$ cat config.mk
export PLATFORM = sky130hd
export DESIGN_NAME = serial_tx_framer
export DESIGN_NICKNAME = d
export VERILOG_FILES = /design/src/rtl/serial_tx_framer.sv
export SDC_FILE = /design/constraint.sdc
export NUM_CORES = 1
export LEC_CHECK = 0
export BUFFER_PORTS_ARGS = -buffer_cell sky130_fd_sc_hd__clkbuf_2
export CAP_MARGIN = 20
export CORE_AREA = 2 2 39 41
export DETAILED_ROUTE_END_ITERATION = 10
export DIE_AREA = 0 0 41 43
export PLACE_DENSITY_LB_ADDON = 0.12
export SLEW_MARGIN = 20
export SYNTH_ARGS = -nofsm -noshare
export SYNTH_HDL_FRONTEND = slang
export SYNTH_SLANG_ARGS = --single-unit
$ cat constraint.sdc
create_clock -name clk_2 -period 4.4 [get_ports clk_2]
set_input_delay 0.66 -clock clk_2 [delete_from_list [all_inputs] [get_ports clk_2]]
set_output_delay 0.66 -clock clk_2 [all_outputs]
set_load 0.05 [all_outputs]
$ cat src/rtl/serial_tx_framer.sv
// Parallel-to-serial frame transmitter: start bit, data LSB-first, optional parity, stop bit.
// Define SERIAL_TX_PARITY_EN to insert an even-parity bit period between data and stop.
module serial_tx_framer #(
    parameter int NBITS_DATA = 4,
    parameter int DIV        = 1
) (
    input  logic                  clk_2,
    input  logic                  reset,
    input  logic [NBITS_DATA-1:0] data_in,
    input  logic                  valid_in,
    output logic                  ready_out,
    output logic                  serial_out,
    output logic                  shift_en,
    output logic                  busy,
    output logic                  frame_done
);

    localparam int CW = (DIV > 1) ? $clog2(DIV) : 1;
    localparam int BW = (NBITS_DATA > 1) ? $clog2(NBITS_DATA) : 1;
    localparam logic [CW-1:0] CNT_LAST = CW'(DIV - 1);
    localparam logic [BW-1:0] BIT_LAST = BW'(NBITS_DATA - 1);

`ifdef SERIAL_TX_PARITY_EN
    typedef enum logic [2:0] {S_IDLE, S_START, S_DATA, S_PARITY, S_STOP} state_e;
`else
    typedef enum logic [2:0] {S_IDLE, S_START, S_DATA, S_STOP} state_e;
`endif

    state_e                  state_q, state_d;
    logic [CW-1:0]           cnt_q, cnt_d;
    logic [BW-1:0]           bit_q, bit_d;
    logic [NBITS_DATA-1:0]   word_q, word_d;
    logic                    serial_q, serial_d;
    logic                    shift_q, shift_d;
    logic                    done_q, done_d;
    logic                    ready_q, ready_d;
    logic                    period_end;

    assign period_end = (cnt_q == CNT_LAST);

    always_comb begin
        state_d = state_q;
        cnt_d   = cnt_q;
        bit_d   = bit_q;
        word_d  = word_q;

        case (state_q)
            S_IDLE: begin
                cnt_d = '0;
                bit_d = '0;
                if (valid_in) begin
                    word_d  = data_in;
                    state_d = S_START;
                end
            end
            S_START: begin
                if (period_end) state_d = S_DATA;
            end
            S_DATA: begin
                if (period_end) begin
                    if (bit_q == BIT_LAST) begin
                        bit_d = '0;
`ifdef SERIAL_TX_PARITY_EN
                        state_d = S_PARITY;
`else
                        state_d = S_STOP;
`endif
                    end else begin
                        bit_d = bit_q + 1'b1;
                    end
                end
            end
`ifdef SERIAL_TX_PARITY_EN
            S_PARITY: begin
                if (period_end) state_d = S_STOP;
            end
`endif
            S_STOP: begin
                if (period_end) state_d = S_IDLE;
            end
            default: state_d = S_IDLE;
        endcase

        // Every non-idle state is timed by the same divide counter
        if (state_q != S_IDLE) begin
            cnt_d = period_end ? '0 : cnt_q + 1'b1;
        end
    end

    // Outputs are computed from next-state values so they come straight from flops
    always_comb begin
        serial_d = 1'b1;
        case (state_d)
            S_START:  serial_d = 1'b0;
            S_DATA:   serial_d = word_d[bit_d];
`ifdef SERIAL_TX_PARITY_EN
            S_PARITY: serial_d = ^word_d;
`endif
            default:  serial_d = 1'b1;
        endcase
        shift_d = (state_d == S_DATA) && (cnt_d == CNT_LAST);
        done_d  = (state_d == S_STOP) && (cnt_d == CNT_LAST);
        ready_d = (state_d == S_IDLE);
    end

    always_ff @(posedge clk_2 or negedge reset) begin
        if (!reset) begin
            state_q  <= S_IDLE;
            cnt_q    <= '0;
            bit_q    <= '0;
            word_q   <= '0;
            serial_q <= 1'b1;
            shift_q  <= 1'b0;
            done_q   <= 1'b0;
            ready_q  <= 1'b1;
        end else begin
            state_q  <= state_d;
            cnt_q    <= cnt_d;
            bit_q    <= bit_d;
            word_q   <= word_d;
            serial_q <= serial_d;
            shift_q  <= shift_d;
            done_q   <= done_d;
            ready_q  <= ready_d;
        end
    end

    assign ready_out  = ready_q;
    assign busy       = ~ready_q;
    assign serial_out = serial_q;
    assign shift_en   = shift_q;
    assign frame_done = done_q;

endmodule

### Yosys cells after proc, flatten, opt, wreduce, memory -nomap -nowiden

Cells that the tools add are included.
Widths: inputs -> output; s select.

| cells by class | value |
|---|---|
| add/subtract/negate cells | 2 |
| multiply operators | 0 |
| div/mod/pow operators | 0 |
| order comparisons | 1 |
| equal/unequal tests | 7 |
| shift-type cells | 0 |
| multiplexer cells | 17 |
| bitwise logic cells | 2 |
| reduce and logical (&&, ||, !) cells | 5 |

Operators with widths:

| kind | number |
|---|---|
| $mux 3 | 5 |
| $eq 3x2->1 const B | 4 |
| $pmux 3 s4 | 1 |
| $mux 4 | 2 |
| $eq 3x1->1 const B | 2 |
| $logic_not 3->1 | 2 |
| $mux 1 | 4 |
| $mux 2 | 2 |
| $pmux 2 s2 | 1 |
| $lt 2x3->1 const B | 1 |
| $reduce_bool 3->1 | 1 |
| $add 2x1->2 const B | 1 |
| $bmux 1 s2 | 1 |
| $eq 2x2->1 const B | 1 |
| $logic_and 1x1->1 | 2 |
| $not 1->1 | 2 |
| $pmux 1 s2 | 1 |
| $add 1x1->1 const B | 1 |

| word-level totals | value |
|---|---|
| register bits after elaboration | 14 |
| latch bits | 0 |
| RAM bits | 0 |
| ROM bits | 0 |
| input port bits | 7 |
| output and inout bits | 5 |
| word-level logic and storage cells | 42 |
| memories kept | 0 |

### Logic depth before layout (Yosys ltp)

| logic depth | value |
|---|---|
| word-level depth | 7 |
| depth in mapped cells | 5 |
| mapped depth without buffers | 5 |

### Worst setup path after synthesis

Ideal clock, no wire load.

| timing path | value |
|---|---|
| kind | register to register |
| start | register bit_q[0] |
| end | register serial_q, in the netlist serial_out |
| library setup time | 0.094 ns |
| arrival time | 1.624 ns |
| required time | 4.306 ns |
| path slack | 2.681 ns |
| stages on the path, launching flop included | 6 |
| buffers on the path | 0 |
| clock period less this slack | 1.719 ns |
| cell sequence | dfrtp_1 -> ha_1 -> nor4b_1 -> a211o_1 -> a2111oi_2 -> o32ai_1 |

| on the way | value |
|---|---|
| cells in the longest elaborated chain, start to end | 7 |
| elaborated cells on any way between the ends | 13 |
| classes of those cells | 1 x add/sub; 3 x eq/ne; 9 x mux |

Ends and longest elaborated chain:

| item | line | source |
|---|---|---|
| start: declaration | 31 | `logic [BW-1:0] bit_q, bit_d;` |
| start signal: assignment | 119 | `bit_q <= bit_d;` |
| $add 2x1->2 or $eq 2x2->1 (tied branches) | 69, 61 |  |
| $mux 2 (*) | 61 | `if (bit_q == BIT_LAST) begin` |
| $mux 2 (*) | 60 | `if (period_end) begin` |
| $pmux 2 s2 (*) | 47 | `case (state_q)` |
| named net bit_d[1] | 31 |  |
| $bmux 1 s2 (*) | 95 | `S_DATA: serial_d = word_d[bit_d];` |
| $mux 1 (implied by the code) (*) | 95 |  |
| $pmux 1 s2 (*) | 93 | `case (state_d)` |
| named net serial_d | 33 | `logic serial_q, serial_d;` |
| end signal: assignment | 121 | `serial_q <= serial_d;` |
| end: declaration | 33 |  |

Mark *: on every way through the listed nets, which the timed path passes. The rest lies on a longest branch. The select of a mux whose other input is x is not followed.

### Worst setup path after layout

Same ends and word-level chain as after synthesis.

==> summary.txt <==
Worst slack at placement = 2.45 ns
Fin util = 0.569
Synth Area per Inst = 10.8 sq um
Final antenna-violating net count = 0
R2r setup slk = 2.57 ns
Sequential area share after synthesis = 0.502
First-pass GRT wire length = 1.94 mm
Gr usage total = 0.167
# DRC = 0
H-tree levels = 1
Postcts setup bufs = 0
Fin. max-slew vios = 0
Worst skew pair latency = 0.27 ns
HPWL Detailed = 923 microns
Hold Buf Count CTS = 0
Antenna violations before repair = 0
TritonRoute pass-1 iters = 4
Max_slew headroom = 0.497
Die Ht = 43 microns
# IOs = 12
Post-synth cell types = 36
Clock Root Buffer = clkbuf_4
PD cells = 386 nW/um^2
Crit path DAT = 2.02 ns
TritonCTS clock tree = built
Worst-case clock skew = 0.00431 ns
RePlAce Congestion = 0.705
Crit start category = register
Rows = 14
RR Endpoint = serial_out
Mapped Cells = 65
Routed len/inst = 12.9 microns
Vias in the first global route = 457
Worst-path clk slew = 0.08 ns
Post-route setup slack = 2.57 ns
Hold Path Class = in -> async
CTS Buffer Depth = 2
FF-to-FF Start = bit_q[0]
Total wire length = 1.20 mm
Reg2Reg Depth = 5
Fmax = 0.546 GHz
Max cap viols = 0
Peak supply drop = 0.209 mV
FF+latch count, synth = 14
Layout cells sized above 1 = 0.234
CP Class = reg -> reg
CP Capture Type = register
Mean number of vias per cell = 5.69
Unrepaired setup endpoints after global routing = false
CP required = 4.59 ns
Status = finished, final reports clean
Fin crit period = 1.83 ns
Die Wd = 41 microns
Initial Utilization = 0.508
Hold Fails Final Rpt = 0
Tcrit/Tclk final = 0.416
Fin nets = 86
Synthesis-to-layout area growth = 11.9%
Largest net degree at the start of global routing = 15
Slew @ Worst Pin = 0.749 ns
Core ar. = 1380 sq um
Post-CTS sizing = 0
Mapped Area = 703 sq um
Cts bufs inserted = 3
Pleak = 0.000371 uW
Full die area = 1760 sq um
Diodes inserted = 0
Yosys warning total = 0
I/O Buffers = 11
Crit Path Max Fanout = 6
Setup violations, final = 0
Clk sink count = 14
1st-iter DRT viols = 10
DR vias = 529
Setup_tns = 0 ns
Grt ovf = 0
-- worst max-delay path by stage --
stage / slack, ns / cells past startpoint / end / start
floorplan: 2.68 / 5 / serial_out / bit_q[0]
global placement: 2.48 / 4 / word_q[2] / valid_in
detailed placement: 2.45 / 4 / word_q[0] / valid_in
CTS: 2.56 / 5 / serial_out / bit_q[0]
global route: 2.40 / 3 / word_q[0] / state_q[1]
finish: 2.57 / 5 / serial_out / bit_q[0]
-- cell families (layout without fill, tap and decap cells) --
family	after synthesis	count (layout)	share of synthesized area
AND/OR/NAND/NOR	20	20	0.157
AO/OA/AOI/OAI	17	17	0.192
flip-flops	14	14	0.502
buffers and inverters	8	19	0.0658
multiplexers	3	3	0.0480
adder cells (fa/ha/maj)	1	1	0.0178
other	1	2	0.00533
XOR/XNOR	1	1	0.0125
-- layer usage --
layer	up-vias	global-route usage	share of wire
li1	262	-	-
met2	8	0.250	0.50
met3	2	0.0157	0.028
met4	0	0.100	0.010
met5	-	0	0
met1	257	0.225	0.46
-- Yosys cell counts (all sizes together) --
cell type,count,area share
a2111oi,2,0.034
a211o,2,0.025
a211oi,1,0.011
a21o,1,0.011
a21oi,1,0.0071
a22oi,1,0.011
a31oi,1,0.0089
and2b,1,0.011
and3,1,0.0089
buf,4,0.044
conb,1,0.0053
dfrtp,12,0.43
dfstp,2,0.075
ha,1,0.018
inv,4,0.021
mux2,3,0.048
nand2,2,0.011
nand2b,3,0.027
nand3,1,0.0071
nand3b,1,0.011
nor2,4,0.021
nor2b,2,0.018
nor3,3,0.021
nor4b,1,0.012
o21a,2,0.021
o21ai,2,0.014
o311ai,1,0.012
o31ai,1,0.011
o32a,1,0.014
o32ai,1,0.012
or3,1,0.0089
xnor2,1,0.012
-- worst max-delay path, cell delays in order, from the launching register on --
cell and delay (ns):
dfrtp_1 0.43, ha_1 0.30, nor4b_1 0.15, a211o_1 0.36
a2111oi_2 0.37, o32ai_1 0.14
-- registers in the layout, indices dropped and copies added (netlist names) --
register	cells
ready_out	1
word_q	4
shift_en	1
state_q	3
cnt_q	1
serial_out	1
bit_q	2
frame_done	1
-- report_power, final --
part / switching (uW) / internal (uW) / total, uW
clock: 38.4 / 50.2 / 88.6
combinational: 35.8 / 20.5 / 56.3
sequential: 13.8 / 145 / 159
-- cells in the final DEF (no fill, tap or decap), types with 2 or more instances in the layout --
master	n
nor2b_1	2
dfstp_2	2
nor3_1	3
dfrtp_1	12
a211o_1	2
clkbuf_4	3
conb_1	2
clkbuf_2	11
o21a_1	2
nor2_1	4
inv_1	4
nand2_1	2
nand2b_1	3
mux2_1	3
-- through the flow --
stage	hold WS, ns	power, uW	cell area, sq um	cells
floorplan	0.364	204	707	66
global placement	0.481	217	751	89
detailed placement	0.493	218	751	89
CTS	0.273	307	787	93
global route	0.287	319	787	93
finish	0.271	304	787	93
-- final cells by class --
| cell class | instances | area (sq um) |
|---|---|---|
| Timing Repair Buffer | 11 | 55.1 |
| Tap cell | 16 | 20.0 |
| Inverter | 4 | 15.0 |
| Multi-Input combinational cell | 44 | 308 |
| Fill cell | 137 | 597 |
| Sequential cell | 14 | 353 |
| Clock buffer | 4 | 36.3 |
No activity file was read; power rests on OpenSTA's default activity.
